**src/rtl/fft_pkg.sv**
```systemverilog
// fft_pkg: shared state, control-bundle types and default sizes for the SDF FFT stage.
package fft_pkg;
    localparam int N_PTS_DEF   = 16;
    localparam int ROM_LAT_DEF = 1;

    typedef enum logic [1:0] {IDLE, RUN, DRAIN} state_t;

    typedef struct packed {
        logic dl_shift;
        logic bf_sel;
        logic rot_en;
        logic out_valid;
        logic out_sof;
    } ctl_t;
endpackage

```
**src/rtl/fft_ctrl_delay.sv**
```systemverilog
// fft_ctrl_delay: LAT-deep register pipe for the datapath control bundle, reset to zero.
module fft_ctrl_delay
    import fft_pkg::*;
#(
    parameter int LAT = ROM_LAT_DEF
) (
    input  logic i_clk,
    input  logic i_rst_n,
    input  ctl_t i_ctl,
    output ctl_t o_ctl
);
    generate
        if (LAT == 0) begin : g_pass
            assign o_ctl = i_ctl;
        end else begin : g_pipe
            ctl_t [LAT-1:0] r_pipe;
            always_ff @(posedge i_clk or negedge i_rst_n) begin
                if (!i_rst_n) begin
                    r_pipe <= '0;
                end else begin
                    r_pipe[0] <= i_ctl;
                    for (int i = 1; i < LAT; i++) r_pipe[i] <= r_pipe[i-1];
                end
            end
            assign o_ctl = r_pipe[LAT-1];
        end
    endgenerate
endmodule

```
**src/rtl/fft_stage_ctrl.sv**
```systemverilog
// fft_stage_ctrl: sequencer for one radix-2 SDF DIF stage; counts samples, issues twiddle
// addresses and delay-line/CORDIC strobes aligned to the ROM latency, and drains at end of stream.
module fft_stage_ctrl
    import fft_pkg::*;
#(
    parameter int N_PTS   = N_PTS_DEF,
    parameter int ADDR_W  = $clog2(N_PTS / 2),
    parameter int ROM_LAT = ROM_LAT_DEF
) (
    input  logic              i_clk,
    input  logic              i_rst_n,
    input  logic              i_valid,
    input  logic              i_sof,
    input  logic              i_last,
    output logic              o_ready,
    output logic [ADDR_W-1:0] o_rom_addr,
    output logic              o_dl_shift,
    output logic              o_bf_sel,
    output logic              o_rot_en,
    output logic              o_out_valid,
    output logic              o_out_sof,
    output logic              o_busy,
    output logic              o_sync_err
);
    localparam int CNT_W = ADDR_W + 1;
    localparam logic [CNT_W-1:0] LP_D    = CNT_W'(N_PTS / 2);
    localparam logic [CNT_W-1:0] LP_DM1  = CNT_W'(N_PTS / 2 - 1);
    localparam logic [CNT_W-1:0] LP_LAST = CNT_W'(N_PTS - 1);

    state_t            r_state, w_state_nx;
    logic [CNT_W-1:0]  r_cnt, w_cnt_nx, w_k;
    logic              r_pending, w_pend_nx;
    logic              w_acc, w_evt, w_p, w_err, w_half;
    logic [ADDR_W-1:0] r_rom_addr;
    logic              r_sync_err;
    ctl_t              r_ctl, w_ctl, w_ctl_dly;

    assign o_ready = (r_state != DRAIN);
    assign o_busy  = (r_state != IDLE);
    assign w_acc   = i_valid & o_ready;
    assign w_half  = w_k[CNT_W-1];

    // w_evt marks a sample slot (accept or drain strobe) with index w_k and pending flag w_p
    always_comb begin
        w_state_nx = r_state;
        w_cnt_nx   = r_cnt;
        w_pend_nx  = r_pending;
        w_evt      = 1'b0;
        w_k        = r_cnt;
        w_p        = r_pending;
        w_err      = 1'b0;
        case (r_state)
            IDLE: if (w_acc) begin
                if (i_sof) begin
                    w_evt      = 1'b1;
                    w_k        = '0;
                    w_cnt_nx   = CNT_W'(1);
                    w_state_nx = RUN;
                end else begin
                    w_err = 1'b1;
                end
            end
            RUN: if (w_acc) begin
                if (i_sof && r_cnt != '0) begin
                    w_err     = 1'b1;
                    w_pend_nx = 1'b0;
                    w_evt     = 1'b1;
                    w_k       = '0;
                    w_p       = 1'b0;
                    w_cnt_nx  = CNT_W'(1);
                end else if (!i_sof && r_cnt == '0) begin
                    w_err = 1'b1;
                end else begin
                    w_evt    = 1'b1;
                    w_cnt_nx = r_cnt + CNT_W'(1);
                    if (r_cnt == LP_LAST) begin
                        w_pend_nx = 1'b1;
                        if (i_last) w_state_nx = DRAIN;
                    end
                end
            end
            DRAIN: begin
                w_evt    = 1'b1;
                w_p      = 1'b1;
                w_cnt_nx = r_cnt + CNT_W'(1);
                if (r_cnt == LP_DM1) begin
                    w_pend_nx  = 1'b0;
                    w_cnt_nx   = '0;
                    w_state_nx = IDLE;
                end
            end
            default: w_state_nx = IDLE;
        endcase
    end

    always_comb begin
        w_ctl           = '0;
        w_ctl.dl_shift  = w_evt;
        w_ctl.bf_sel    = w_evt & w_half;
        w_ctl.rot_en    = w_evt & ~w_half & w_p;
        w_ctl.out_valid = w_evt & (w_half | w_p);
        w_ctl.out_sof   = w_evt & (w_k == LP_D);
    end

    always_ff @(posedge i_clk or negedge i_rst_n) begin
        if (!i_rst_n) begin
            r_state    <= IDLE;
            r_cnt      <= '0;
            r_pending  <= 1'b0;
            r_rom_addr <= '0;
            r_sync_err <= 1'b0;
            r_ctl      <= '0;
        end else begin
            r_state    <= w_state_nx;
            r_cnt      <= w_cnt_nx;
            r_pending  <= w_pend_nx;
            r_sync_err <= w_err;
            r_ctl      <= w_ctl;
            if (w_evt) r_rom_addr <= w_half ? '0 : w_k[ADDR_W-1:0];
        end
    end

    fft_ctrl_delay #(.LAT(ROM_LAT)) u_dly (
        .i_clk   (i_clk),
        .i_rst_n (i_rst_n),
        .i_ctl   (r_ctl),
        .o_ctl   (w_ctl_dly)
    );

    assign o_rom_addr  = r_rom_addr;
    assign o_sync_err  = r_sync_err;
    assign o_dl_shift  = w_ctl_dly.dl_shift;
    assign o_bf_sel    = w_ctl_dly.bf_sel;
    assign o_rot_en    = w_ctl_dly.rot_en;
    assign o_out_valid = w_ctl_dly.out_valid;
    assign o_out_sof   = w_ctl_dly.out_sof;
endmodule

```
**config.mk**
```make
export PLATFORM = sky130hd
export DESIGN_NAME = fft_stage_ctrl
export DESIGN_NICKNAME = d
export VERILOG_FILES = /design/src/rtl/fft_pkg.sv /design/src/rtl/fft_ctrl_delay.sv /design/src/rtl/fft_stage_ctrl.sv
export SDC_FILE = /design/constraint.sdc
export NUM_CORES = 1
export LEC_CHECK = 0
export CAP_MARGIN = 20
export CORE_ASPECT_RATIO = 1.4
export CORE_MARGIN = 2
export CORE_UTILIZATION = 57
export CTS_BUF_LIST = sky130_fd_sc_hd__clkbuf_4
export CTS_CLUSTER_DIAMETER = 80
export DETAILED_ROUTE_END_ITERATION = 10
export PLACE_DENSITY = 0.83
export RECOVER_POWER = 100
export SYNTH_ARGS = -nofsm -noshare
export SYNTH_HDL_FRONTEND = slang
export SYNTH_SLANG_ARGS = --single-unit
```
**constraint.sdc**
```tcl
create_clock -name i_clk -period 7.08 [get_ports i_clk]
set_clock_uncertainty 0.05 [all_clocks]
set_input_delay 1.062 -clock i_clk [delete_from_list [all_inputs] [get_ports i_clk]]
set_output_delay 1.062 -clock i_clk [all_outputs]
set_load 0.03 [all_outputs]
```
==> implementation parameters, run 1 <==
Parameter                              Value

Setup path
  Kind of start point of the critical path ... input pin
  Worst Path Class, Setup ... in2reg
  Endpoint arrival time on the critical path ... roughly 3400 ps
  Cells along the critical path ... dlygate4sd3_1, inv_1, ha_1, or3b_1, a221o_1, o21bai_1, a21o_1
  Critical Path End Type ... register
  CP Buf/Inv Count ... 2
  Top fanout value on the critical path ... 8
  Dominant delay contributor by cell family on the critical path ... compound AO/OA/AOI/OAI gates
  Master of the slowest instance on the critical path ... sky130_fd_sc_hd__dlygate4sd3_1
  CP max stage delay ... 690 ps
  Critical Path RT ... 7230 ps

Placement
  Count of port buffers added during placement ... 15
  RePlAce Congestion ... 0.882
  Number of cells after detailed placement ... around 150
  Detailed-placement wirelength estimate ... 1.75 mm
  Pre-CTS setup slack ... 3670 ps
  Placement Cell Area ... around 1300 um^2

Pwr
  Lkg Pwr ... 0.000639 uW
  Net load switching power ... 177 uW
  Fraction of power consumed by combinational cells ... 49.7%
  Total internal power ... roughly 240 uW
  Power per unit of standard cell area ... 312 nW/um^2
  Clock network power share ... 13.3%
  Worst vdd rail ir drop ... roughly 0.24 mV
  Fraction of power consumed by sequential logic ... 37.0%
  Net Sw Frac ... 43.0%

Synthesis
  YS warnings ... 0
  Number of distinct library cell variants in the gate-level netlist after synthesis ... 36
  Share of flip-flops with an asynchronous set or reset ... 100%
  Cell count after synthesis ... 119
  Register bit count reported by yosys ... 21
  Portion of the post-synthesis area used by sequential elements ... 45.9%
  Synthesized netlist net count ... 133
  Synthesized area divided by synthesized cell count ... 9.62 um^2
  Count leader, synth ... sky130_fd_sc_hd__dfrtp_1
  Area fraction of the dominant cell type after synthesis ... 45.9%
  Library cell with the largest summed area after synthesis ... sky130_fd_sc_hd__dfrtp_1
  Synth Cell Area ... between 1000 and 1500 um^2
  Top_reg_cell synth ... sky130_fd_sc_hd__dfrtp_1
  Number of flops mapped to enable cells by yosys ... 0
  Most frequent cells after synthesis ... sky130_fd_sc_hd__dfrtp_1 (21), sky130_fd_sc_hd__inv_1 (11), sky130_fd_sc_hd__nand2_1 (10)
  Leading cell types by total area after synthesis ... sky130_fd_sc_hd__dfrtp_1 (46%), sky130_fd_sc_hd__ha_1 (9.8%), sky130_fd_sc_hd__inv_1 (3.6%), sky130_fd_sc_hd__nand2_1 (3.3%), sky130_fd_sc_hd__o21ai_0 (2.6%)

Finish
  Antenna diodes ... 0
  P&R area growth vs syn ... 15.4%
  Non-filler cells in the finished layout ... roughly 150
  Post-layout instance area ... 1320 um^2
  Fraction of final layout cells sized beyond drive strength 1 ... 3.03%
  Count of nets after finishing ... 147

STA
  Setup_tns ... 0 ps
  Transition time at the pin with the least slew margin ... ~880 ps
  Upper clock frequency limit ... 0.313 GHz
  Period Utilization, post-route ... 45.1%
  Worst hold-check slack ... 311 ps
  Relative slew margins ... between 40% and 50%
  Count of final max-slew check failures ... 0
  Final hold violation count ... 0
  Endpoints failing setup ... 0
  Final worst path period need ... 3200 ps
  Smallest setup slack after layout ... 3880 ps
  Setup repair after global routing missed its margin ... false

GRT
  Aggregate global routing overflow ... 0
  Number of antenna violations at the first check in global routing ... 0
  Global-route wire length before repair ... 4.04 mm
  Number of global-route vias before repair ... 912
  Largest net degree at the start of global routing ... 22
  GR Util All Layers ... 22.0%

Clocking
  Hold_buf cts ... 0
  Cts bufs inserted ... 3
  H-tree depth ... 1
  Maximum number of buffers from clock root to sink ... 2
  Reg clk slew, reported paths ... 110 ps
  Clk sinks ... 21
  Root cell of the clock tree ... sky130_fd_sc_hd__clkbuf_4
  Post-cts sizing count ... 0
  Clk Latency, worst-skew pair ... ~290 ps
  CTS tree ... built
  Number of buffers added for setup after CTS ... 0

Floorplan
  Core region area ... 1930 um^2
  Chip height ... ~57 um
  Effective utilization at floorplan ... 59.5%
  IO Pins ... 16
  Horizontal extent of the die ... 41.9 um
  Row Count ... 19
  Overall die area ... 2390 um^2

Drt
  Average wire per standard cell ... 14.6 um
  Detailed Route Iter0 Violations ... 25
  ANT nets after route ... 0
  Via count ... around 920
  DR DRC count ... 0
  Total wire length after detailed routing ... 2.24 mm
  Vias per cell ... 5.98
  DRT Pass-1 Iters ... 4

Min path
  Type of the tightest min-delay check ... reg2reg

Run status
  Outcome ... finished clean

Job
  Number of max-cap violations ... 0
[power by group through the flow]
| stage | logic [uW] | registers (uW) | clock network [uW] |
|---|---|---|---|
| 5_1_grt | 225 | 156 | 62.6 |
| 3_3_place_gp | 202 | 155 | 0 |
| 2_1_floorplan | 132 | 170 | 0 |
| 6_report | 205 | 153 | 54.9 |
| 4_1_cts | 210 | 153 | 56.1 |
| 3_5_place_dp | 208 | 156 | 0 |
[layout by cell type, fill, tap and decap left out, drive strengths merged, types with 3 or more instances in the layout]
master and count:
nor2 6, a21o 3, dfrtp 21, nand2 10, nand3 3, nand2b 4
dlygate4sd3 13, and2 3, o21ai 7, clkbuf 3, inv 11, a21oi 5
a31oi 3, ha 9
[path summary, 6_finish.rpt]
path,startpoint,endpoint,slack [ps],cells after the start
worst max-delay path,i_sof,r_cnt[2]$_DFFE_PN0P_,3880,7
worst min-delay path,r_ctl[4]$_DFF_PN0_,u_dly.o_ctl[4]$_DFF_PN0_,310,0
worst max register to register,r_cnt[0]$_DFFE_PN0P_,r_cnt[2]$_DFFE_PN0P_,4580,8
worst min register to register,r_ctl[4]$_DFF_PN0_,u_dly.o_ctl[4]$_DFF_PN0_,310,0
max in group asynchronous,i_rst_n,r_ctl[1]$_DFF_PN0_,5170,1
min in group asynchronous,i_rst_n,o_rom_addr[0]$_DFFE_PN0P_,1260,1
[per-layer routing]
layer	part of all wire, %	GRT usage, %
met4	5.5	15.2
met1	41	24.8
met2	50	37.3
met5	0	0
met3	4.1	3.80
[area by class of cell]
| class | count | area, um^2 |
|---|---|---|
| clock buffers | 3 | 22.5 |
| clock inverters | 1 | 5.00 |
| fillers | 154 | 604 |
| inverters | 11 | 41.3 |
| multi-input cells | 81 | 551 |
| flip-flops and latches | 21 | 526 |
| well taps | 21 | 26.3 |
| repair buffers | 15 | 150 |
[stage by stage]
stage | power, uW | utilization (%)
2_1_floorplan | 302 | -
3_3_place_gp | 357 | 67.3
3_5_place_dp | 364 | 67.3
4_1_cts | 419 | 68.7
5_1_grt | 444 | 68.6
6_report | 412 | 68.6
[cell families (layout without fill, tap and decap cells)]
family,after synthesis,in the layout,share of synthesized area (%)
flops,21,21,45.9
mux,1,1,0.874
buf+inv,17,30,5.79
fa+ha+maj,9,9,9.84
simple gates,39,39,18.6
compound gates,32,32,19.0
[state kept, by name, indices dropped and copies added, names as in the netlist]
register     cells
r_ctl            5
u_dly.o_ctl      5
r_cnt            4
o_rom_addr       3
r_state          2
o_sync_err       1
r_pending        1
Note: power is estimated with default switching activity, not from simulation.
==> run 2, diff against run 1 <==
--- a/config.mk
+++ b/config.mk
@@ -8,11 +8,11 @@
 export CAP_MARGIN = 20
 export CORE_ASPECT_RATIO = 1.4
 export CORE_MARGIN = 2
-export CORE_UTILIZATION = 57
+export CORE_UTILIZATION = 50
 export CTS_BUF_LIST = sky130_fd_sc_hd__clkbuf_4
 export CTS_CLUSTER_DIAMETER = 80
 export DETAILED_ROUTE_END_ITERATION = 10
-export PLACE_DENSITY = 0.83
+export PLACE_DENSITY = 0.77
 export RECOVER_POWER = 100
 export SYNTH_ARGS = -nofsm -noshare
 export SYNTH_HDL_FRONTEND = slang
==> constraint.sdc (replaced) <==
create_clock -name i_clk -period 2.7 [get_ports i_clk]
set_clock_uncertainty 0.05 [all_clocks]
set_input_delay 0.405 -clock i_clk [delete_from_list [all_inputs] [get_ports i_clk]]
set_output_delay 0.405 -clock i_clk [all_outputs]
set_load 0.03 [all_outputs]
==> implementation parameters, run 2 (synthesis results as in run 1) <==
Parameter                              Value

Finish
  Highest-count cells in the layout ignoring fill and taps ... sky130_fd_sc_hd__dfrtp_1 (21), sky130_fd_sc_hd__dlygate4sd3_1 (12), sky130_fd_sc_hd__inv_1 (11)
  Most common cell after layout, fill and taps aside ... sky130_fd_sc_hd__dfrtp_1
  P&R area growth vs syn ... 16.2%
  Count of nets after finishing ... 148 (+0.68%)
  Fraction of final layout cells sized beyond drive strength 1 ... 3.76% (+0.73 points)
  Multi-input gate area in the final layout ... 551 um^2 (unchanged)
  Antenna diodes ... 0 (unchanged)
  Register cell area after layout ... 526 um^2 (unchanged)
  Fill cell total of the finished layout ... 196 (+27%)

GRT
  Number of global-route vias before repair ... 886 (-2.9%)
  GR Util All Layers ... 19.7% (-2.3 points)
  Number of antenna violations at the first check in global routing ... 0 (unchanged)
  Largest net degree at the start of global routing ... 22 (unchanged)
  Aggregate global routing overflow ... 0 (unchanged)
  Global-route wire length before repair ... 3.78 mm (-6.3%)

Setup path
  Top fanout value on the critical path ... 9 (+1)
  FF-to-FF setup slack ... 240 ps (-4340 ps)
  Endpoint arrival time on the critical path ... 2030 ps (-1320 ps)
  Worst Path Class, Setup ... reg2out
  Critical Path End Type ... output port
  Destination of the worst register-to-register timing path ... r_cnt[3]$_DFFE_PN0P_
  Worst reg-to-reg path cell count ... 9 (+1)
  Kind of start point of the critical path ... register
  Critical Path RT ... 2250 ps (-4980 ps)
  Start of the worst register-to-register path ... r_cnt[0]$_DFFE_PN0P_

Floorplan
  Horizontal extent of the die ... 44.4 um (+6.1%)
  Overall die area ... 2690 um^2 (+13%)
  Effective utilization at floorplan ... 52.6% (-6.9 points)
  Row Count ... 20 (+1)
  IO Pins ... 16 (unchanged)
  Chip height ... 60.6 um (+6.3%)
  Core region area ... 2180 um^2 (+13%)

Min path
  Launch point of the worst hold path ... r_ctl[4]$_DFF_PN0_
  Worst hold path cell count ... 0 (unchanged)
  Type of the tightest min-delay check ... reg2reg
  Endpoint with the worst hold slack ... u_dly.o_ctl[4]$_DFF_PN0_

Drt
  DR DRC count ... 0 (unchanged)
  Total wire length after detailed routing ... 2.28 mm (+1.8%)
  DRT Pass-1 Iters ... 4 (unchanged)
  Detailed Route Iter0 Violations ... 16 (-36%)
  Average wire per standard cell ... 14.7 um (+0.47%)
  ANT nets after route ... 0 (unchanged)
  Vias per cell ... 5.92 (-0.97%)
  Via count ... 918 (+0.33%)

STA
  Transition time at the pin with the least slew margin ... 886 ps (+8.74 ps)
  Period Utilization, post-route ... 92.0%
  Relative slew margins ... 40.7% (-0.58 points)
  Setup repair after global routing missed its margin ... false
  Final worst path period need ... ~2500 ps
  Upper clock frequency limit ... ~0.40 GHz
  Final hold violation count ... 0 (unchanged)
  Endpoints failing setup ... 0 (unchanged)
  Smallest setup slack after layout ... 215 ps (-3670 ps)
  Count of final max-slew check failures ... 0 (unchanged)
  Setup_tns ... 0 ps (unchanged)

Placement
  Detailed-placement wirelength estimate ... 1.74 mm (-0.88%)
  Count of port buffers added during placement ... 15 (unchanged)
  Pre-CTS setup slack ... 171 ps (-3500 ps)
  RePlAce Congestion ... 0.919 (+4.2%)

Clocking
  H-tree depth ... 1 (unchanged)
  Root cell of the clock tree ... sky130_fd_sc_hd__clkbuf_4
  Clk sinks ... 21 (unchanged)
  Maximum number of buffers from clock root to sink ... 2 (unchanged)
  Clk Latency, worst-skew pair ... 300 ps (about the same)
  Post-cts sizing count ... 0 (unchanged)
  Number of buffers added for setup after CTS ... 0 (unchanged)
  Cts bufs inserted ... 3 (unchanged)
  Reg clk slew, reported paths ... 110 ps (about the same)
  CTS tree ... built
  Hold_buf cts ... 0 (unchanged)

Pwr
  Power per unit of standard cell area ... 813 nW/um^2 (+160%)
  Design Power ... 1080 uW (+160%)
  Lkg Pwr ... 0.000645 uW (+0.85%)
  Worst vdd rail ir drop ... 0.633 mV (+170%)

Run status
  Outcome ... finished clean

Job
  Number of max-cap violations ... 0 (unchanged)
[run 2: cell count changes in the layout (fill, tap and decap cells not counted), sizes merged]
cell and delta:
buf +1, clkdlybuf4s50 +1, dlygate4sd3 -1
[run 2: metrics by stage]
stage	area [um^2]	utilization (%)	hold WS (ps)	cells
2_1_floorplan	1140	-	59.4	119
5_1_grt	1330	61.1	329	155
6_report	1330	61.1	309	155
4_1_cts	1330	61.2	312	155
3_3_place_gp	1310	59.9	283	151
3_5_place_dp	1310	59.9	287	151
[run 2: metal layers]
| metal | wire (um) | vias up | global-route usage [%] |
|---|---|---|---|
| li1 | - | 449 | - |
| met1 | 974 | 435 | 20.6 |
| met2 | 1170 | 28 | 36.3 |
| met3 | 58 | 6 | 1.79 |
| met4 | 74 | 0 | 13.4 |
| met5 | 0 | - | 0 |
[run 2: final cells by class]
| cell class | instances | area share, % |
|---|---|---|
| Sequential cell | 21 | 39.5 |
| Clock inverter | 1 | 0.376 |
| Clock buffer | 3 | 1.69 |
| Inverter | 11 | 3.10 |
| Multi-Input combinational cell | 81 | 41.4 |
| Timing Repair Buffer | 16 | 11.9 |
| Tap cell | 22 | 2.07 |
[run 2: critical path, cell delays in order (launching register included)]
cell	delay (ps)
sky130_fd_sc_hd__dfrtp_1	470
sky130_fd_sc_hd__inv_1	110
sky130_fd_sc_hd__ha_1	360
sky130_fd_sc_hd__inv_1	90
sky130_fd_sc_hd__dlygate4sd3_1	700
[run 2: worst max-delay path by stage]
stage | start | end | slack, ps | cells past startpoint
2_1_floorplan | r_cnt[3]$_DFFE_PN0P_ | r_cnt[2]$_DFFE_PN0P_ | 430 | 8
3_3_place_gp | i_sof | r_cnt[2]$_DFFE_PN0P_ | 230 | 7
3_5_place_dp | i_sof | r_cnt[2]$_DFFE_PN0P_ | 170 | 7
4_1_cts | r_cnt[0]$_DFFE_PN0P_ | r_cnt[3]$_DFFE_PN0P_ | 240 | 9
5_1_grt | r_cnt[0]$_DFFE_PN0P_ | r_cnt[3]$_DFFE_PN0P_ | 10 | 9
6_report | r_state[1]$_DFFE_PN0P_ | o_busy | 210 | 4
[run 2: power breakdown]
group	total [uW]	internal (uW)	switching, uW
Combinational	534	199	335
Clock	147	55.3	91.6
Sequential	400	364	36.6
Total	1080	618	464
